===== src/rtl/brc_pkg.sv =====
// Shared types for the branch-comparator arbiter: compare function codes,
// arbiter FSM states and a helper that decides the comparator's signed mode.
package brc_pkg;

  typedef enum logic [2:0] {
    EQ  = 3'b000,
    NE  = 3'b001,
    LT  = 3'b100,
    GE  = 3'b101,
    LTU = 3'b110,
    GEU = 3'b111
  } cmp_func_e;

  typedef enum logic [1:0] {
    IDLE,
    EVAL,
    RESP
  } arb_state_e;

  // Only LT/GE want the two's complement ordering from the comparator.
  function automatic logic is_signed_func(input logic [2:0] func);
    return (func == LT) || (func == GE);
  endfunction

endpackage


===== src/rtl/brc_rr_grant2.sv =====
// Two-way round-robin grant: a lone requester always wins; on contention the
// requester that was not granted last (index != rr_ptr) wins.
module brc_rr_grant2 (
  input  logic [1:0] valid,
  input  logic       rr_ptr,
  output logic [1:0] grant
);

  always_comb begin
    grant = 2'b00;
    case (valid)
      2'b01:   grant = 2'b01;
      2'b10:   grant = 2'b10;
      2'b11:   grant = rr_ptr ? 2'b01 : 2'b10;
      default: grant = 2'b00;
    endcase
  end

endmodule


===== src/rtl/brc_arbiter.sv =====
// Shares one external 32-bit branch comparator between the branch unit (port 0)
// and the ALU SLT path (port 1). Define BRC_ARB_STATS_EN for saturating counters.
module brc_arbiter
  import brc_pkg::*;
#(
  parameter int TAG_W = 4,
  parameter int CNT_W = 16
) (
  input  logic             i_clk,
  input  logic             i_rst_n,
  input  logic [1:0]       i_req_valid,
  output logic [1:0]       o_req_ready,
  input  logic [2:0]       i_req0_func,
  input  logic [2:0]       i_req1_func,
  input  logic [31:0]      i_req0_a,
  input  logic [31:0]      i_req0_b,
  input  logic [31:0]      i_req1_a,
  input  logic [31:0]      i_req1_b,
  input  logic [TAG_W-1:0] i_req0_tag,
  input  logic [TAG_W-1:0] i_req1_tag,
  output logic [31:0]      o_cmp_a,
  output logic [31:0]      o_cmp_b,
  output logic             o_cmp_br_un,
  input  logic             i_cmp_less,
  input  logic             i_cmp_equal,
  output logic [1:0]       o_rsp_valid,
  input  logic [1:0]       i_rsp_ready,
  output logic             o_rsp_result,
  output logic             o_rsp_illegal,
  output logic [TAG_W-1:0] o_rsp_tag
`ifdef BRC_ARB_STATS_EN
  ,
  output logic [CNT_W-1:0] o_stat_grant0,
  output logic [CNT_W-1:0] o_stat_grant1,
  output logic [CNT_W-1:0] o_stat_illegal,
  output logic [CNT_W-1:0] o_stat_stall
`endif
);

  arb_state_e       state_reg, state_next;
  logic             rr_ptr_reg;
  logic             id_reg;
  logic [31:0]      a_reg, b_reg;
  logic [2:0]       func_reg;
  logic [TAG_W-1:0] tag_reg;
  logic             result_reg, illegal_reg;
  logic             result_next, illegal_next;
  logic [1:0]       grant;
  logic             accept;

  brc_rr_grant2 u_grant (
    .valid  (i_req_valid),
    .rr_ptr (rr_ptr_reg),
    .grant  (grant)
  );

  assign accept      = (state_reg == IDLE) && (grant != 2'b00);
  assign o_req_ready = (state_reg == IDLE) ? grant : 2'b00;

  always_comb begin
    state_next = state_reg;
    case (state_reg)
      IDLE:    if (grant != 2'b00) state_next = EVAL;
      EVAL:    state_next = RESP;
      RESP:    if (i_rsp_ready[id_reg]) state_next = IDLE;
      default: state_next = IDLE;
    endcase
  end

  always_comb begin
    result_next  = 1'b0;
    illegal_next = 1'b0;
    case (func_reg)
      EQ:      result_next = i_cmp_equal;
      NE:      result_next = ~i_cmp_equal;
      LT, LTU: result_next = i_cmp_less;
      GE, GEU: result_next = ~i_cmp_less;
      default: illegal_next = 1'b1;
    endcase
  end

  always_ff @(posedge i_clk or negedge i_rst_n) begin
    if (!i_rst_n) begin
      state_reg   <= IDLE;
      rr_ptr_reg  <= 1'b0;
      id_reg      <= 1'b0;
      a_reg       <= '0;
      b_reg       <= '0;
      func_reg    <= '0;
      tag_reg     <= '0;
      result_reg  <= 1'b0;
      illegal_reg <= 1'b0;
    end else begin
      state_reg <= state_next;
      if (accept) begin
        rr_ptr_reg <= grant[1];
        id_reg     <= grant[1];
        a_reg      <= grant[1] ? i_req1_a    : i_req0_a;
        b_reg      <= grant[1] ? i_req1_b    : i_req0_b;
        func_reg   <= grant[1] ? i_req1_func : i_req0_func;
        tag_reg    <= grant[1] ? i_req1_tag  : i_req0_tag;
      end
      if (state_reg == EVAL) begin
        result_reg  <= result_next;
        illegal_reg <= illegal_next;
      end
    end
  end

  assign o_cmp_a       = a_reg;
  assign o_cmp_b       = b_reg;
  assign o_cmp_br_un   = (state_reg == EVAL) && is_signed_func(func_reg);
  assign o_rsp_result  = result_reg;
  assign o_rsp_illegal = illegal_reg;
  // tag_reg only changes on accept, so it stays stable across the whole response.
  assign o_rsp_tag     = tag_reg;

  generate
    for (genvar gi = 0; gi < 2; gi++) begin : g_rsp_valid
      assign o_rsp_valid[gi] = (state_reg == RESP) && (id_reg == 1'(gi));
    end
  endgenerate

`ifdef BRC_ARB_STATS_EN
  logic [CNT_W-1:0] grant0_cnt_reg, grant1_cnt_reg, illegal_cnt_reg, stall_cnt_reg;
  localparam logic [CNT_W-1:0] CNT_MAX = '1;
  localparam logic [CNT_W-1:0] CNT_ONE = CNT_W'(1);

  always_ff @(posedge i_clk or negedge i_rst_n) begin
    if (!i_rst_n) begin
      grant0_cnt_reg  <= '0;
      grant1_cnt_reg  <= '0;
      illegal_cnt_reg <= '0;
      stall_cnt_reg   <= '0;
    end else begin
      if (accept && grant[0] && grant0_cnt_reg != CNT_MAX)
        grant0_cnt_reg <= grant0_cnt_reg + CNT_ONE;
      if (accept && grant[1] && grant1_cnt_reg != CNT_MAX)
        grant1_cnt_reg <= grant1_cnt_reg + CNT_ONE;
      if (state_reg == EVAL && illegal_next && illegal_cnt_reg != CNT_MAX)
        illegal_cnt_reg <= illegal_cnt_reg + CNT_ONE;
      if ((i_req_valid & ~o_req_ready) != 2'b00 && stall_cnt_reg != CNT_MAX)
        stall_cnt_reg <= stall_cnt_reg + CNT_ONE;
    end
  end

  assign o_stat_grant0  = grant0_cnt_reg;
  assign o_stat_grant1  = grant1_cnt_reg;
  assign o_stat_illegal = illegal_cnt_reg;
  assign o_stat_stall   = stall_cnt_reg;
`else
  // CNT_W only sizes the counters; keep it referenced when they are compiled out.
  logic unused_cnt_w;
  assign unused_cnt_w = (CNT_W > 0);
`endif

endmodule


===== config.mk =====
export PLATFORM = sky130hd
export DESIGN_NAME = brc_arbiter
export DESIGN_NICKNAME = d
export VERILOG_FILES = /design/src/rtl/brc_pkg.sv /design/src/rtl/brc_rr_grant2.sv /design/src/rtl/brc_arbiter.sv
export SDC_FILE = /design/constraint.sdc
export NUM_CORES = 1
export LEC_CHECK = 0
export CORE_MARGIN = 5
export CORE_UTILIZATION = 39
export CTS_CLUSTER_DIAMETER = 100
export CTS_CLUSTER_SIZE = 20
export DETAILED_ROUTE_END_ITERATION = 6
export HOLD_SLACK_MARGIN = 0.08
export MAX_ROUTING_LAYER = met4
export PLACE_DENSITY = 0.85
export SYNTH_ARGS = -nofsm -noshare
export SYNTH_HDL_FRONTEND = slang
export SYNTH_SLANG_ARGS = --single-unit
export TNS_END_PERCENT = 50

===== constraint.sdc =====
create_clock -name i_clk -period 2.7 [get_ports i_clk]
set_input_delay 0.405 -clock i_clk [delete_from_list [all_inputs] [get_ports i_clk]]
set_output_delay 0.405 -clock i_clk [all_outputs]
set_load 0.05 [all_outputs]

Word level (Yosys, flattened, before mapping)
Cells that the tools add are included.
{"block": "op_classes", "magnitude_cmp": 1, "n_eq_ne": 12, "n_mux": 14, "bitwise_logic": 3, "n_reduce_logical": 12}
{"operator": "$mux W32", "n": 2}
{"operator": "$eq A3 B3 Y1 const B", "n": 4}
{"operator": "$pmux W2 S3", "n": 2}
{"operator": "$mux W2", "n": 4}
{"operator": "$eq A2 B2 Y1 const B", "n": 3}
{"operator": "$reduce_or A6 Y1", "n": 1}
{"operator": "$eq A2 B1 Y1 const B", "n": 2}
{"operator": "$logic_and A1 B1 Y1", "n": 4}
{"operator": "$mux W4", "n": 1}
{"operator": "$pmux W1 S4", "n": 1}
{"operator": "$reduce_or A2 Y1", "n": 2}
{"operator": "$eq A3 B1 Y1 const B", "n": 1}
{"operator": "$logic_not A3 Y1", "n": 1}
{"operator": "$mux W1", "n": 3}
{"operator": "$mux W3", "n": 1}
{"operator": "$not A1 Y1", "n": 3}
{"operator": "$logic_not A2 Y1", "n": 1}
{"operator": "$lt A1 B2 Y1 const B", "n": 1}
{"operator": "$ne A2 B1 Y1 const B", "n": 1}
{"operator": "$ne A2 B2 Y1 const B", "n": 1}
{"operator": "$reduce_and A2 Y1", "n": 1}
{"operator": "$reduce_bool A2 Y1", "n": 1}
{"operator": "$logic_or A1 B1 Y1", "n": 1}
{"block": "totals", "regBits": 76, "wordCells": 50}

Logic depth before layout (Yosys ltp)
Gate-level depths: netlist (run 1).
{"block": "depth", "depth_word": 5, "ltp_mapped": 5, "depth_no_buf": 3}

Hierarchy
From an unflattened synthesis (run 1), not the netlist that was laid out.
{"block": "unflattened", "hier_cells": 259, "area_unflattened_um2": 4107.7}
{"module": "brc_arbiter", "n_inst": 1, "cells_each": 256, "area_per_inst_um2": 4088.9, "seq_area_each_um2": 1901.8}
{"module": "brc_rr_grant2", "n_inst": 1, "cells_each": 3, "area_per_inst_um2": 18.8, "seq_area_each_um2": 0.0}

Worst setup path before layout (run 1)
OpenSTA, ideal clock, no wires.
{"block": "synth_path", "kind": "register to output", "from": "reg state_reg[1]", "to": "out o_cmp_br_un", "t_arrival_ps": 1732, "t_required_ps": 2295, "slack_ps": 563, "path_stages_with_launch": 3, "path_buffers": 0, "cell_sequence": "dfrtp_1 > nand2b_1 > nor3b_1"}
{"block": "synth_between", "elab_chain_cells": 2}
{"element": "start: declaration", "line": "brc_arbiter.sv:40", "text": "arb_state_e state_reg, state_next;"}
{"element": "start signal: assignment", "line": "brc_arbiter.sv:94", "text": "state_reg <= state_next;"}
{"element": "$eq A2 B1 Y1", "line": "brc_arbiter.sv:112", "text": "assign o_cmp_br_un = (state_reg == EVAL) && is_signed_func(func_reg);"}
{"element": "$logic_and A1 B1 Y1", "line": "brc_arbiter.sv:112"}
{"element": "end: declaration", "line": "brc_arbiter.sv:23", "text": "output logic o_cmp_br_un,"}
Every way passes these cells.

Worst setup path in the final report (run 1)
Same ends and word-level chain as after synthesis.

==> results of run 1 <==
## power by group
group	internal (uW)	switching (uW)	total [uW]
Clock	443	418	861
Sequential	1700	352	2050
Combinational	1770	2970	4750
Total	3910	3740	7660
## layout by cell type, fill, tap and decap left out, drive strengths merged, types with 3 or more instances in the layout
cell type and instances:
inv 3, nand2b 3, clkdlybuf4s50 221, clkbuf 10, o221a 71, buf 10
clkinv 3, nor2 6, dfrtp 76, or3 71, o21ai 3
## final timing paths
kind	slack [ns]	endpoint
worst max-delay path	0.26	o_cmp_br_un
worst min-delay path	0.20	o_cmp_b[28]
worst max register to register	0.66	o_cmp_a[5]
worst min register to register	0.50	o_rsp_illegal
max in group asynchronous	1.87	o_cmp_a[16]
min in group i_clk	0.50	o_rsp_illegal
## cell type report
type / count / area share
Clock buffer: 10 / 0.02320
Clock inverter: 5 / 0.008859
Tap cell: 108 / 0.02278
Inverter: 3 / 0.001898
Timing Repair Buffer: 231 / 0.3877
Multi-Input combinational cell: 165 / 0.2350
Sequential cell: 76 / 0.3206
## cell usage after synthesis, drive strengths merged
| master | count |
|---|---|
| o22ai | 1 |
| clkbuf | 14 |
| mux2 | 1 |
| nor3b | 1 |
| xor2 | 2 |
| o21ai | 3 |
| o221a | 71 |
| a211o | 1 |
| nand2b | 3 |
| or3 | 71 |
| dfrtp | 76 |
| inv | 3 |
| a22oi | 1 |
| nor2 | 6 |
| nand2 | 2 |
| or2 | 1 |
| buf | 16 |
| a21bo | 1 |
## through the flow
stage / worst slack [ns] / hold WS, ns / instances / total power, uW / area [sq um]
2_1_floorplan: 0.5630 / 0.1094 / 274 / 5171 / 3495
3_3_place_gp: 0.5656 / 0.4668 / 583 / 6724 / 5742
4_1_cts: 0.2324 / 0.2376 / 598 / 7702 / 5932
3_5_place_dp: 0.5181 / 0.4840 / 583 / 6824 / 5742
6_report: 0.2637 / 0.2027 / 598 / 7657 / 5932
5_1_grt: 0.09627 / 0.3015 / 598 / 8000 / 5932
## cell families after synthesis
kind of cell | count (synthesis) | synth area share
flip-flops | 76 | 0.5442
XOR/XNOR | 2 | 0.005013
AO/OA/AOI/OAI | 78 | 0.2424
buffers and inverters | 33 | 0.05729
AND/OR/NAND/NOR | 84 | 0.1479
multiplexers | 1 | 0.003222
## per-layer routing
metal,vias up,wire length (um),GRT usage
met1,1629,4986,0.2632
met3,23,847,0.05425
met2,160,6210,0.3697
li1,1518,-,-
met5,-,0,-
met4,0,267,0.07397
==> results.cfg, run 1 <==
[logic_synthesis]
synth_sequential_area_ratio = 0.5442
syn_area_sq_um = 3495
ys_seq_elements = 76
synth_top_area_share = 0.5442
synth_cells = 274
ys_top_cells_by_area = dfrtp_1 54%, o221a_1 23%, or3_1 13%
yosys_warnings = 0
synth_cell_type_count = 21
synth_area_leader_cell = dfrtp_1
synth_nets = 424
synth_area_per_cell_sq_um = 12.75

[route]
drt-pass1-iter-count = 4
avgViaCountPerCell = 5.569
wl_per_cell_um = 20.59
drt_wl_total_mm = 12.31
post-route-drc-count = 0
num_vias = 3330
drt_iter0_drc = 136
antenna_left = 0

[clock_network]
numClockSinks = 76
ctsResizeCount = 0
postCtsSetupBuffers = 0
htreeDepth = 3
cts_buffers = 9
cts_tree = yes
clock_latency_ns = 0.34
clkTransAtPathRegs_ns = 0.08
cts_buffer_depth = 2
hold_buffers = 0
root_buffer = clkbuf_8

[pwr]
total_leakage_power_uw = 0.002193
p_per_area_nw_per_um2 = 1291
peakVddDrop_v = 0.0006413

[global_route]
first_global_vias = 3533
grt_usage = 0.2216
gr-total-overflow = 0
grt_start_max_net_pins = 77
grt_pass1_wl_mm = 18.99
antenna_found_initial = 0

[floorplan]
die_h_um = 104.7
core.rowCount = 34
die_w_um = 104.7
initial_core_util = 0.4007
die_area_sq_um = 10950
ios = 225
fp.coreArea_sq_um = 8721

[place]
dp_hpwl_mm = 9.027
gp_congestion = 0.8025
place.port_buffers = 224

[sta]
hold_violations = 0
skew_ns = 0.01439
slew_viol_final = 0
worst_pin_slew_ns = 0.9573
fin_crit_ns = 2.436
tns_ns = 0
setup_viol = 0
slew_headroom = 0.3618
rsz0062_at_grt = no
min_period_over_period = 0.9023
fmax_mhz = 410.5

[critical_path]
slowest_delay_ns = 0.87
critPathMaxFanout = 6
critPathRequiredTime_ns = 2.30
cp.depth = 3
critPathKind = register to primary output
crit_family = buffers and inverters
path_cells = nand2b_1, nor3b_1, clkdlybuf4s50_1
worstRegToRegCells = 4
slowest_stage = clkdlybuf4s50_1
crit_buf_inv = 1
r2r_start = state_reg[1]
crit_path_end_kind = primary output
cp-start-kind = register
cp-startpoint = state_reg[1]
cp_data_arrival_time_ns = 2.03

[layout]
area_growth_pct = 69.75
utilization = 0.6802
n_antenna_cell = 0
multi_input_area_sq_um = 1394
layout-drive-gt1-share = 0.06327
seq_area_sq_um = 1902
fillers = 696
nets = 636

[min_path]
min_path_type = input port to asynchronous set/reset pin

[run]
drv_cap = 0

[outcome]
status = completed
Note: power is estimated with default switching activity, not from simulation.
==> run 2, diff against run 1 <==
--- a/config.mk
+++ b/config.mk
@@ -5,6 +5,7 @@
 export SDC_FILE = /design/constraint.sdc
 export NUM_CORES = 1
 export LEC_CHECK = 0
+export CAP_MARGIN = 20
 export CORE_MARGIN = 5
 export CORE_UTILIZATION = 39
 export CTS_CLUSTER_DIAMETER = 100
==> results of run 2 <==
Same layout as run 1: the final DEF is identical, and so are final timing and power.
